[src/rtl/alarm_pkg.sv]
// Purpose: shared state encoding, time limits and wrap/carry helpers for the alarm controller.
// Latency: n/a (types, constants and pure functions only).
// Backpressure: n/a. ALARM_SNOOZE_EN adds the SNOOZE state to the encoding.
package alarm_pkg;

   localparam logic [6:0] MAX_HOUR = 7'd23;
   localparam logic [6:0] MAX_MIN  = 7'd59;

`ifdef ALARM_SNOOZE_EN
   typedef enum logic [2:0] {
      IDLE   = 3'd0,
      SET_H  = 3'd1,
      SET_M  = 3'd2,
      RING   = 3'd3,
      SNOOZE = 3'd4
   } state_t;
`else
   typedef enum logic [2:0] {
      IDLE   = 3'd0,
      SET_H  = 3'd1,
      SET_M  = 3'd2,
      RING   = 3'd3
   } state_t;
`endif

   // Hour/minute pair, used for the snooze wake-up time.
   typedef struct packed {
      logic [6:0] h;
      logic [6:0] m;
   } hm_t;

   // Increment with wrap to zero once the field maximum is passed.
   function automatic logic [6:0] inc_wrap(input logic [6:0] v, input logic [6:0] max_v);
      logic [6:0] r;
      if (v >= max_v) r = 7'd0;
      else            r = v + 7'd1;
      return r;
   endfunction

   // Adds a minute offset (0-59) to a time; minute overflow carries into
   // the hour, and the hour wraps past midnight.
   function automatic hm_t add_minutes(input logic [6:0] h, input logic [6:0] m,
                                       input logic [6:0] add);
      hm_t        r;
      logic [7:0] sum;
      sum = {1'b0, m} + {1'b0, add};
      if (sum > {1'b0, MAX_MIN}) begin
         r.m = 7'(sum - 8'd60);
         r.h = inc_wrap(h, MAX_HOUR);
      end else begin
         r.m = sum[6:0];
         r.h = h;
      end
      return r;
   endfunction

endpackage

[src/rtl/blink_gen.sv]
// Purpose: square-wave blink generator, toggles every BLINK_DIV cycles; clr restarts the phase.
// Latency: pulse is a register; clr takes effect on the next edge (pulse=0, count=0).
// Backpressure: none, free running.
// Ports: clk, rst (sync active-high), clr (sync phase restart), pulse (blink output).
module blink_gen #(
   parameter int BLINK_DIV = 25000000
) (
   input  logic clk,
   input  logic rst,
   input  logic clr,
   output logic pulse
);

   localparam int             CW   = (BLINK_DIV > 1) ? $clog2(BLINK_DIV) : 1;
   localparam logic [CW-1:0] LAST = CW'(BLINK_DIV - 1);

   logic [CW-1:0] r_cnt;
   logic          r_pulse;

   always_ff @(posedge clk) begin
      if (rst || clr) begin
         r_cnt   <= '0;
         r_pulse <= 1'b0;
      end else if (r_cnt == LAST) begin
         r_cnt   <= '0;
         r_pulse <= ~r_pulse;
      end else begin
         r_cnt   <= r_cnt + CW'(1);
      end
   end

   assign pulse = r_pulse;

endmodule

[src/rtl/alarm_controller.sv]
// Purpose: alarm clock controller -- set sequence, arming, ringing, optional snooze (ALARM_SNOOZE_EN).
// Latency: every output is registered; a button or trigger is reflected one edge after it is sampled.
// Backpressure: none; buttons and sec_tick are one-cycle pulses sampled every cycle.
// Ports: clk, rst (sync active-high); btn_mode/btn_up/btn_off, sec_tick, h/m/s current time in;
//        ih/im stored alarm, isset armed, clockon display select, ahset/amset edit flags,
//        pulse blink, ring sounding out.
module alarm_controller
   import alarm_pkg::*;
#(
   parameter int BLINK_DIV  = 25000000,
   parameter int RING_SEC   = 60,
   parameter int SNOOZE_MIN = 5
) (
   input  logic       clk,
   input  logic       rst,
   input  logic       btn_mode,
   input  logic       btn_up,
   input  logic       btn_off,
   input  logic       sec_tick,
   input  logic [6:0] h,
   input  logic [6:0] m,
   input  logic [6:0] s,
   output logic [6:0] ih,
   output logic [6:0] im,
   output logic       isset,
   output logic       clockon,
   output logic       ahset,
   output logic       amset,
   output logic       pulse,
   output logic       ring
);

   // Elaboration-time parameter sanity checks.
   if (RING_SEC < 1) begin : g_bad_ring_sec
      $error("RING_SEC must be at least 1");
   end
   if (BLINK_DIV < 1) begin : g_bad_blink_div
      $error("BLINK_DIV must be at least 1");
   end
   if (SNOOZE_MIN < 0 || SNOOZE_MIN > 59) begin : g_bad_snooze_min
      $error("SNOOZE_MIN must be within 0..59");
   end

   localparam int              RCW       = $clog2(RING_SEC + 1);
   localparam logic [RCW-1:0] RING_LAST = RCW'(RING_SEC - 1);

   state_t        r_state, w_state_nxt;
   logic [6:0]    r_ih, r_im;
   logic [6:0]    r_ih_sav, r_im_sav;   // alarm as it was when SET_H was entered
   logic          r_isset;
   logic          r_clockon, r_ahset, r_amset, r_ring;
   logic [RCW-1:0] r_ring_cnt;

   // Datapath controls decoded by the FSM.
   logic w_ih_inc, w_im_inc, w_restore, w_isset_tgl, w_isset_set;
   logic w_ring_inc, w_enter_set_h, w_enter_ring;
   logic w_alarm_hit;

   assign w_alarm_hit = sec_tick && r_isset && (h == r_ih) && (m == r_im) && (s == 7'd0);

`ifdef ALARM_SNOOZE_EN
   logic [6:0] r_snz_h, r_snz_m;
   logic       w_snz_load, w_snz_hit;
   hm_t        w_snz_tgt;

   assign w_snz_tgt = add_minutes(h, m, 7'(SNOOZE_MIN));
   assign w_snz_hit = sec_tick && (h == r_snz_h) && (m == r_snz_m) && (s == 7'd0);
`endif

   always_ff @(posedge clk) begin
      if (rst) r_state <= IDLE;
      else     r_state <= w_state_nxt;
   end

   always_comb begin
      w_state_nxt = r_state;
      w_ih_inc    = 1'b0;
      w_im_inc    = 1'b0;
      w_restore   = 1'b0;
      w_isset_tgl = 1'b0;
      w_isset_set = 1'b0;
      w_ring_inc  = 1'b0;
`ifdef ALARM_SNOOZE_EN
      w_snz_load  = 1'b0;
`endif
      case (r_state)
         IDLE: begin
            // mode beats off (isset untouched); off disarms before a trigger can fire
            if (btn_mode)         w_state_nxt = SET_H;
            else if (btn_off)     w_isset_tgl = 1'b1;
            else if (w_alarm_hit) w_state_nxt = RING;
         end
         SET_H: begin
            if (btn_off) begin
               w_state_nxt = IDLE;
               w_restore   = 1'b1;
            end else begin
               w_ih_inc = btn_up;
               if (btn_mode) w_state_nxt = SET_M;
            end
         end
         SET_M: begin
            if (btn_off) begin
               w_state_nxt = IDLE;
               w_restore   = 1'b1;
            end else begin
               w_im_inc = btn_up;
               if (btn_mode) begin
                  w_state_nxt = IDLE;
                  w_isset_set = 1'b1;
               end
            end
         end
         RING: begin
            // btn_mode is deliberately not decoded here
            if (btn_off) begin
               w_state_nxt = IDLE;
`ifdef ALARM_SNOOZE_EN
            end else if (btn_up) begin
               w_state_nxt = SNOOZE;
               w_snz_load  = 1'b1;
`endif
            end else if (sec_tick) begin
               if (r_ring_cnt == RING_LAST) w_state_nxt = IDLE;
               else                         w_ring_inc  = 1'b1;
            end
         end
`ifdef ALARM_SNOOZE_EN
         SNOOZE: begin
            if (btn_mode)       w_state_nxt = SET_H;
            else if (btn_off)   w_state_nxt = IDLE;
            else if (w_snz_hit) w_state_nxt = RING;
         end
`endif
         default: w_state_nxt = IDLE;
      endcase

      w_enter_set_h = (w_state_nxt == SET_H) && (r_state != SET_H);
      w_enter_ring  = (w_state_nxt == RING)  && (r_state != RING);
   end

   // Alarm value, arming flag and ring-second counter.
   always_ff @(posedge clk) begin
      if (rst) begin
         r_ih       <= 7'd0;
         r_im       <= 7'd0;
         r_ih_sav   <= 7'd0;
         r_im_sav   <= 7'd0;
         r_isset    <= 1'b0;
         r_ring_cnt <= '0;
      end else begin
         if (w_enter_set_h) begin
            r_ih_sav <= r_ih;
            r_im_sav <= r_im;
         end
         if (w_restore) begin
            r_ih <= r_ih_sav;
            r_im <= r_im_sav;
         end else begin
            if (w_ih_inc) r_ih <= inc_wrap(r_ih, MAX_HOUR);
            if (w_im_inc) r_im <= inc_wrap(r_im, MAX_MIN);
         end
         if (w_isset_set)      r_isset <= 1'b1;
         else if (w_isset_tgl) r_isset <= ~r_isset;
         if (w_enter_ring)     r_ring_cnt <= '0;
         else if (w_ring_inc)  r_ring_cnt <= r_ring_cnt + RCW'(1);
      end
   end

`ifdef ALARM_SNOOZE_EN
   always_ff @(posedge clk) begin
      if (rst) begin
         r_snz_h <= 7'd0;
         r_snz_m <= 7'd0;
      end else if (w_snz_load) begin
         r_snz_h <= w_snz_tgt.h;
         r_snz_m <= w_snz_tgt.m;
      end
   end
`endif

   // Status outputs are registered from the next state so they line up with it.
   always_ff @(posedge clk) begin
      if (rst) begin
         r_clockon <= 1'b1;
         r_ahset   <= 1'b0;
         r_amset   <= 1'b0;
         r_ring    <= 1'b0;
      end else begin
         r_clockon <= (w_state_nxt != SET_H) && (w_state_nxt != SET_M);
         r_ahset   <= (w_state_nxt == SET_H);
         r_amset   <= (w_state_nxt == SET_M);
         r_ring    <= (w_state_nxt == RING);
      end
   end

   blink_gen #(
      .BLINK_DIV (BLINK_DIV)
   ) u_blink (
      .clk   (clk),
      .rst   (rst),
      .clr   (w_enter_set_h),
      .pulse (pulse)
   );

   assign ih      = r_ih;
   assign im      = r_im;
   assign isset   = r_isset;
   assign clockon = r_clockon;
   assign ahset   = r_ahset;
   assign amset   = r_amset;
   assign ring    = r_ring;

endmodule

[config.mk]
export PLATFORM = sky130hd
export DESIGN_NAME = alarm_controller
export DESIGN_NICKNAME = d
export VERILOG_FILES = /design/src/rtl/alarm_pkg.sv /design/src/rtl/blink_gen.sv /design/src/rtl/alarm_controller.sv
export SDC_FILE = /design/constraint.sdc
export NUM_CORES = 1
export LEC_CHECK = 0
export ABC_AREA = 1
export BUFFER_PORTS_ARGS = -buffer_cell sky130_fd_sc_hd__buf_2
export CAP_MARGIN = 20
export CORE_AREA = 4 4 99 101
export CTS_CLUSTER_DIAMETER = 50
export DETAILED_ROUTE_END_ITERATION = 16
export DIE_AREA = 0 0 103 105
export PLACE_DENSITY_LB_ADDON = 0.2
export SLEW_MARGIN = 20
export SYNTH_ARGS = -nofsm -noshare
export SYNTH_HDL_FRONTEND = slang
export SYNTH_SLANG_ARGS = --single-unit
[constraint.sdc]
create_clock -name clk -period 4.61 [get_ports clk]
set_input_delay 0.2305 -clock clk [delete_from_list [all_inputs] [get_ports clk]]
set_output_delay 0.2305 -clock clk [all_outputs]
set_load 0.1 [all_outputs]
# Yosys cells after proc, flatten, opt, wreduce, memory -nomap -nowiden
# Index checks and enable logic that the tools add are counted.
dict set report op_classes {
  n_mux 33
  reduce_logical 16
  bitwise 2
  addsub 4
  order_cmp 2
  eq_ne 14
}
# op n
set ops {}
lappend ops {{7-bit 2-to-1 mux} 6}
lappend ops {{3-bit 2-to-1 mux} 10}
lappend ops {{25-bit by 1-bit adder with 25-bit output (second input constant)} 1}
lappend ops {{25-bit equality test (second input constant)} 1}
lappend ops {{1-bit 2-to-1 mux} 16}
lappend ops {{7-bit by 1-bit adder with 7-bit output (second input constant)} 2}
lappend ops {{7-bit equality test} 2}
lappend ops {{3-bit by 2-bit equality test with 1-bit output (second input constant)} 4}
lappend ops {{3-bit case mux with 4 select lines} 1}
lappend ops {{7-bit by 5-bit >= comparator with 1-bit output (second input constant)} 1}
lappend ops {{7-bit by 6-bit >= comparator with 1-bit output (second input constant)} 1}
lappend ops {{1-bit logical AND} 7}
lappend ops {{7-bit logical NOT} 1}
lappend ops {{6-bit by 1-bit adder with 6-bit output (second input constant)} 1}
lappend ops {{3-bit by 1-bit equality test with 1-bit output (second input constant)} 2}
lappend ops {{6-bit equality test (second input constant)} 1}
lappend ops {{3-bit by 1-bit inequality test with 1-bit output (second input constant)} 2}
lappend ops {{3-bit by 2-bit inequality test with 1-bit output (second input constant)} 2}
lappend ops {{2-bit nonzero test} 3}
lappend ops {{2-bit OR reduction} 3}
lappend ops {{3-bit logical NOT} 1}
lappend ops {{1-bit inverter} 2}
lappend ops {{1-bit logical OR} 1}
dict set report totals {
  out_inout_bits 20
  in_bits 27
  register_bits 68
}

# Depth between registers and ports, before layout
dict set report logic_depth {
  depth_word 12
  depth_mapped 15
  mapped_depth_nobuf 14
}

# By module
# A second synthesis with hierarchy kept.
dict set report unflattened {
  cells_unflattened 573
  area_unflattened_um2 3774.9
}
# mod n_inst cells_each seq_area_each_um2 area_per_inst_um2
set by_module_without_submodules {}
lappend by_module_without_submodules {alarm_controller 1 350 840.8 2333.5}
lappend by_module_without_submodules {blink_gen 1 223 520.5 1441.4}

# Worst setup path before layout
# Ideal clock, no wire load.
dict set report synth_timing {
  path_type {flip-flop to flip-flop}
  start {register r_ih[4], in the netlist ih[4]}
  end {register u_blink.r_cnt[10]}
  synth_period_minus_slack_ns 2.464
  stages_incl_launch_ff 12
  path_slack_ns 2.146
  t_required_ns 4.494
  n_path_buf 1
  arrival_ns 2.348
  setup_ns 0.116
  path_cell_list {dfxtp_1 -> inv_1 -> or2_2 -> nand3_1 -> nor2_1 -> nand3_1 -> nand2_1 -> a21oi_4 -> nand3_2 -> nand3_2 -> buf_6 -> nor2_1}
}
dict set report synth_between {
  elab_chain_len 12
}
# element line
set synth_lines {}
lappend synth_lines {{start: declaration} alarm_controller.sv:48} ;# logic [6:0] r_ih, r_im;
lappend synth_lines {{start signal: assignment} alarm_controller.sv:157} ;# r_ih <= r_ih_sav;
lappend synth_lines {{start signal: assignment} alarm_controller.sv:160} ;# if (w_ih_inc) r_ih <= inc_wrap(r_ih, MAX_HOUR);
lappend synth_lines {{7-bit equality test} alarm_controller.sv:59} ;# assign w_alarm_hit = sec_tick && r_isset && (h == r_ih) && (m == r_im) && (s == 7'd0);
lappend synth_lines {{1-bit logical AND (3 in a row)} alarm_controller.sv:59}
lappend synth_lines {{3-bit 2-to-1 mux} alarm_controller.sv:91} ;# else if (w_alarm_hit) w_state_nxt = RING;
lappend synth_lines {{3-bit 2-to-1 mux} alarm_controller.sv:90} ;# else if (btn_off) w_isset_tgl = 1'b1;
lappend synth_lines {{3-bit 2-to-1 mux} alarm_controller.sv:89} ;# if (btn_mode) w_state_nxt = SET_H;
lappend synth_lines {{3-bit case mux with 4 select lines} alarm_controller.sv:86} ;# case (r_state)
lappend synth_lines {{3-bit by 1-bit equality test with 1-bit output} alarm_controller.sv:138} ;# w_enter_set_h = (w_state_nxt == SET_H) && (r_state != SET_H);
lappend synth_lines {{1-bit logical AND} alarm_controller.sv:138}
lappend synth_lines {{1-bit logical OR} blink_gen.sv:21} ;# if (rst || clr) begin
lappend synth_lines {{2-bit OR reduction (no line)} -}
lappend synth_lines {{end signal: assignment} blink_gen.sv:28} ;# r_cnt <= r_cnt + CW'(1);
lappend synth_lines {{end: declaration} blink_gen.sv:17} ;# logic [CW-1:0] r_cnt;
# No other way between the ends.
# A chain may end at the register's enable or synchronous reset.

# Worst setup path after layout
dict set report layout_timing {
  start {register r_state[1]}
  end {register u_blink.r_cnt[15]}
}
dict set report layout_between {
  elab_chain_len 8
}
# element line
set layout_lines {}
lappend layout_lines {{start: declaration} alarm_controller.sv:47} ;# state_t r_state, w_state_nxt;
lappend layout_lines {{start signal: assignment} alarm_controller.sv:72} ;# else r_state <= w_state_nxt;
lappend layout_lines {{3-bit 2-to-1 mux (on tied branches)} {alarm_controller.sv:124, alarm_controller.sv:91}}
lappend layout_lines {{3-bit 2-to-1 mux (on tied branches)} {alarm_controller.sv:123, alarm_controller.sv:90}}
lappend layout_lines {{3-bit 2-to-1 mux (on tied branches)} {alarm_controller.sv:116, alarm_controller.sv:89}}
lappend layout_lines {{3-bit case mux with 4 select lines} alarm_controller.sv:86}
lappend layout_lines {{3-bit by 1-bit equality test with 1-bit output} alarm_controller.sv:138}
lappend layout_lines {{1-bit logical AND *} alarm_controller.sv:138}
lappend layout_lines {{1-bit logical OR *} blink_gen.sv:21}
lappend layout_lines {{2-bit OR reduction (no line) *} -}
# Mark *: on every way between the ends. The rest lies on a longest branch, timed or not.

==> results.toml <==
[floorplanning]
core_mm2 = 0.00902
row_count = 35
die_w_um = 103
initial_core_util_pct = 39.2
io_pins = 47
die_h_um = 105
die-area_mm2 = 0.0108

[grt]
grt_max_degree = 26
grt_pass1_wl_um = 14000
antenna_found_initial = 0
overflow = 0
grt_pass1_vias = 3139
grt.total_usage_pct = 15.8

[worst_setup_path]
worst_setup_path_end_kind = "register"
critPathRequiredTime_ns = 4.87
arrival_ns = 2.77
critical_path.endpoint = "u_blink.r_cnt[15]"
critPathLaunch = "r_state[1]"
reg2reg_from = "r_state[1]"
r2r_cells = 9
crit_path_start_kind = "register"
reg2reg_slack_ns = 2.10
cp_max_fo = 25
timing.rr.end = "u_blink.r_cnt[15]"
critPathKind = "reg -> reg"

[clocking]
clock_sinks = 68
numCtsBuffers = 9
post_cts_buffers = 0
postCtsResizedCells = 0
clock_path_buffers = 2
ctsHoldBuffers = 0
htreeDepth = 3
clk_pin_slew_worst_paths_ns = 0.08
insertion_delay_ns = 0.34
cts_tree = "yes"
cts_root_buf = "clkbuf_8"

[routing]
vias = 3283
drt-initial-drc-count = 118
drt_pass1_iterations = 4
drt-vias-per-instance = 4.86
drt_drc_violations_left = 0
wl_um = 7910
ant_nets = 0
wire_per_inst_um = 11.7

[synth]
synthAdderAreaFrac_pct = 1.42
netlist_instances = 513
syn_nets = 544
ys_seq_area_share_pct = 38.5
yosysTopAreaCellShare_pct = 38.5
yosys.area_share.simple_pct = 36.7
yosysUniqueCellTypes = 41
ys_seq_elements = 68
synth.most_common_cell = "nand2_1"
synth_compound_area_share_pct = 5.38
synth_area_leaders = "dfxtp_1 (39%), nand2_1 (12%), nor2_1 (10%)"
synth-xor-area-share_pct = 8.43
synth.avg_cell_area_um2 = 6.89
ys.flop_type = "dfxtp_1"
synthMuxAreaShare_pct = 0
yosys.area.top_type = "dfxtp_1"
async_flop_share_pct = 0
synth_top_family_by_area = "simple AND/OR/NAND/NOR gates"
synth_area_mm2 = 0.00353
synth-edff-count = 0
synth_warnings = 0
ys_top_cells_by_count = "nand2_1 (114), nor2_1 (98), dfxtp_1 (68)"

[placement]
port-buffer-count = 46
placed_cells = 659
detailed_place_hpwl_um = 5940
place_area_mm2 = 0.00383
gp_congestion = 0.840

[pwr]
internal-power_mw = 0.881
cellPowerDensity_mw_per_mm2 = 293
totalPowerFinal_mw = 1.18
p_sw_share_pct = 25.2
leakage_nw = 1.74
switching_power_mw = 0.296
ir_drop_uv = 115
combPwrFrac_pct = 8.2
seqPwrFrac_pct = 51.8
pwr-share-clk_pct = 40.0

[flow_run]
maxCapViolCount = 0

[timing]
worst_slew_pin_slew_ns = 0.668
drv_slew = 0
tns_ns = 0
slew_headroom_pct = 55.4
fin_crit_ns = 2.51
fin_worst_skew_ns = 0.0157
hold_viol_final = 0
fin_crit_sh_pct = 54.4
fmax_mhz = 399
finalSetupViolations = 0
rsz0062_at_grt = "false"

[final_layout]
filler_cell_count = 968
seqCellArea_mm2 = 0.00136
antenna_cells = 0
fin_nets = 590
fin_cells = 675
drive_gt1_share_pct = 13.5
final_cell_area_mm2 = 0.00402
final_util_pct = 44.5
syn2layout_area_growth_pct = 13.7
multiInputGateArea_mm2 = 0.00184

[outcome]
outcome = "complete, no violations"

[hold_path]
hold_path.class = "in -> reg"
hold_start = "rst"
worstHoldPathCells = 2
## cell families (layout without fill, tap and decap cells)
kind of cell             Yosys count  after routing
AND/OR/NAND/NOR                  292            292
buffers and inverters             81            132
flip-flops                        68             68
XOR/XNOR                          34             34
AO/OA/AOI/OAI                     33             33
adder cells (fa/ha/maj)            4              4
other                              1              1
## worst min-delay path by stage
stage               slack (ns)          endpoint
floorplan                 0.43  u_blink.r_cnt[0]
global placement          0.44  u_blink.r_cnt[0]
detailed placement        0.45  u_blink.r_cnt[0]
CTS                       0.28             ih[3]
global route              0.31             ih[3]
finish                    0.30             ih[3]
## state kept, by name, summed over array words and instances (netlist names)
name and count:
im 7, u_blink.pulse 1, r_state 3, r_ring_cnt 6
ahset 1, u_blink.r_cnt 25, r_ih_sav 7, r_im_sav 7
isset 1, amset 1, ring 1, clockon 1
ih 7
## worst max-delay path: stages (launching register included)
cell	delay (ns)
dfxtp_1	0.33
nor2_1	0.19
nand2_1	0.43
o21ai_0	0.32
nand2_1	0.07
a21oi_1	0.22
a21oi_4	0.14
nand3_2	0.10
nand3_2	0.39
nor2_1	0.23
## final cells by class
cell class / count / share of cell area (%)
clock inverter: 4 / 1.25
multi-input combinational: 364 / 45.7
clock buffer: 12 / 3.37
timing repair buffer: 46 / 5.73
inverter: 70 / 6.54
tap: 111 / 3.46
sequential: 68 / 33.9
## layer usage
| metal | wire length [µm] | up-vias | global-route usage (%) | share of wire, % |
|---|---|---|---|---|
| li1 | - | 1702 | - | - |
| met1 | 3830 | 1494 | 21.5 | 48 |
| met2 | 3540 | 78 | 23.7 | 45 |
| met3 | 436 | 9 | 4.94 | 5.5 |
| met4 | 108 | 0 | 5.18 | 1.4 |
| met5 | 0 | - | 0 | 0 |
## layout by cell type, fill, tap and decap left out, drive strengths merged, types with 2 or more instances in the layout
cell,instances
clkinvlp,2
nor2,102
clkbuf,12
nand2,117
nand3,20
clkinv,2
a31oi,5
ha,4
a21oi,13
nor3,20
dfxtp,68
nand4,26
inv,69
o21ai,12
xnor2,13
or2,2
buf,46
xor2,21
## stage by stage
| stage | worst slack (ns) | hold WS [ns] |
|---|---|---|
| after floorplan | 2.15 | 0.430 |
| after global placement | 2.25 | 0.444 |
| after detailed placement | 2.10 | 0.455 |
| after CTS | 2.07 | 0.284 |
| after global routing | 1.73 | 0.310 |
| final | 2.10 | 0.300 |
## power groups by stage
stage / sequential, mW / combinational, mW / clock, mW
floorplan: 0.636 / 0.0596 / 0
global placement: 0.623 / 0.0965 / 0
detailed placement: 0.623 / 0.0977 / 0
CTS: 0.610 / 0.0978 / 0.484
global route: 0.611 / 0.110 / 0.513
finish: 0.610 / 0.0970 / 0.471
Power figures use the tool's default switching activity.
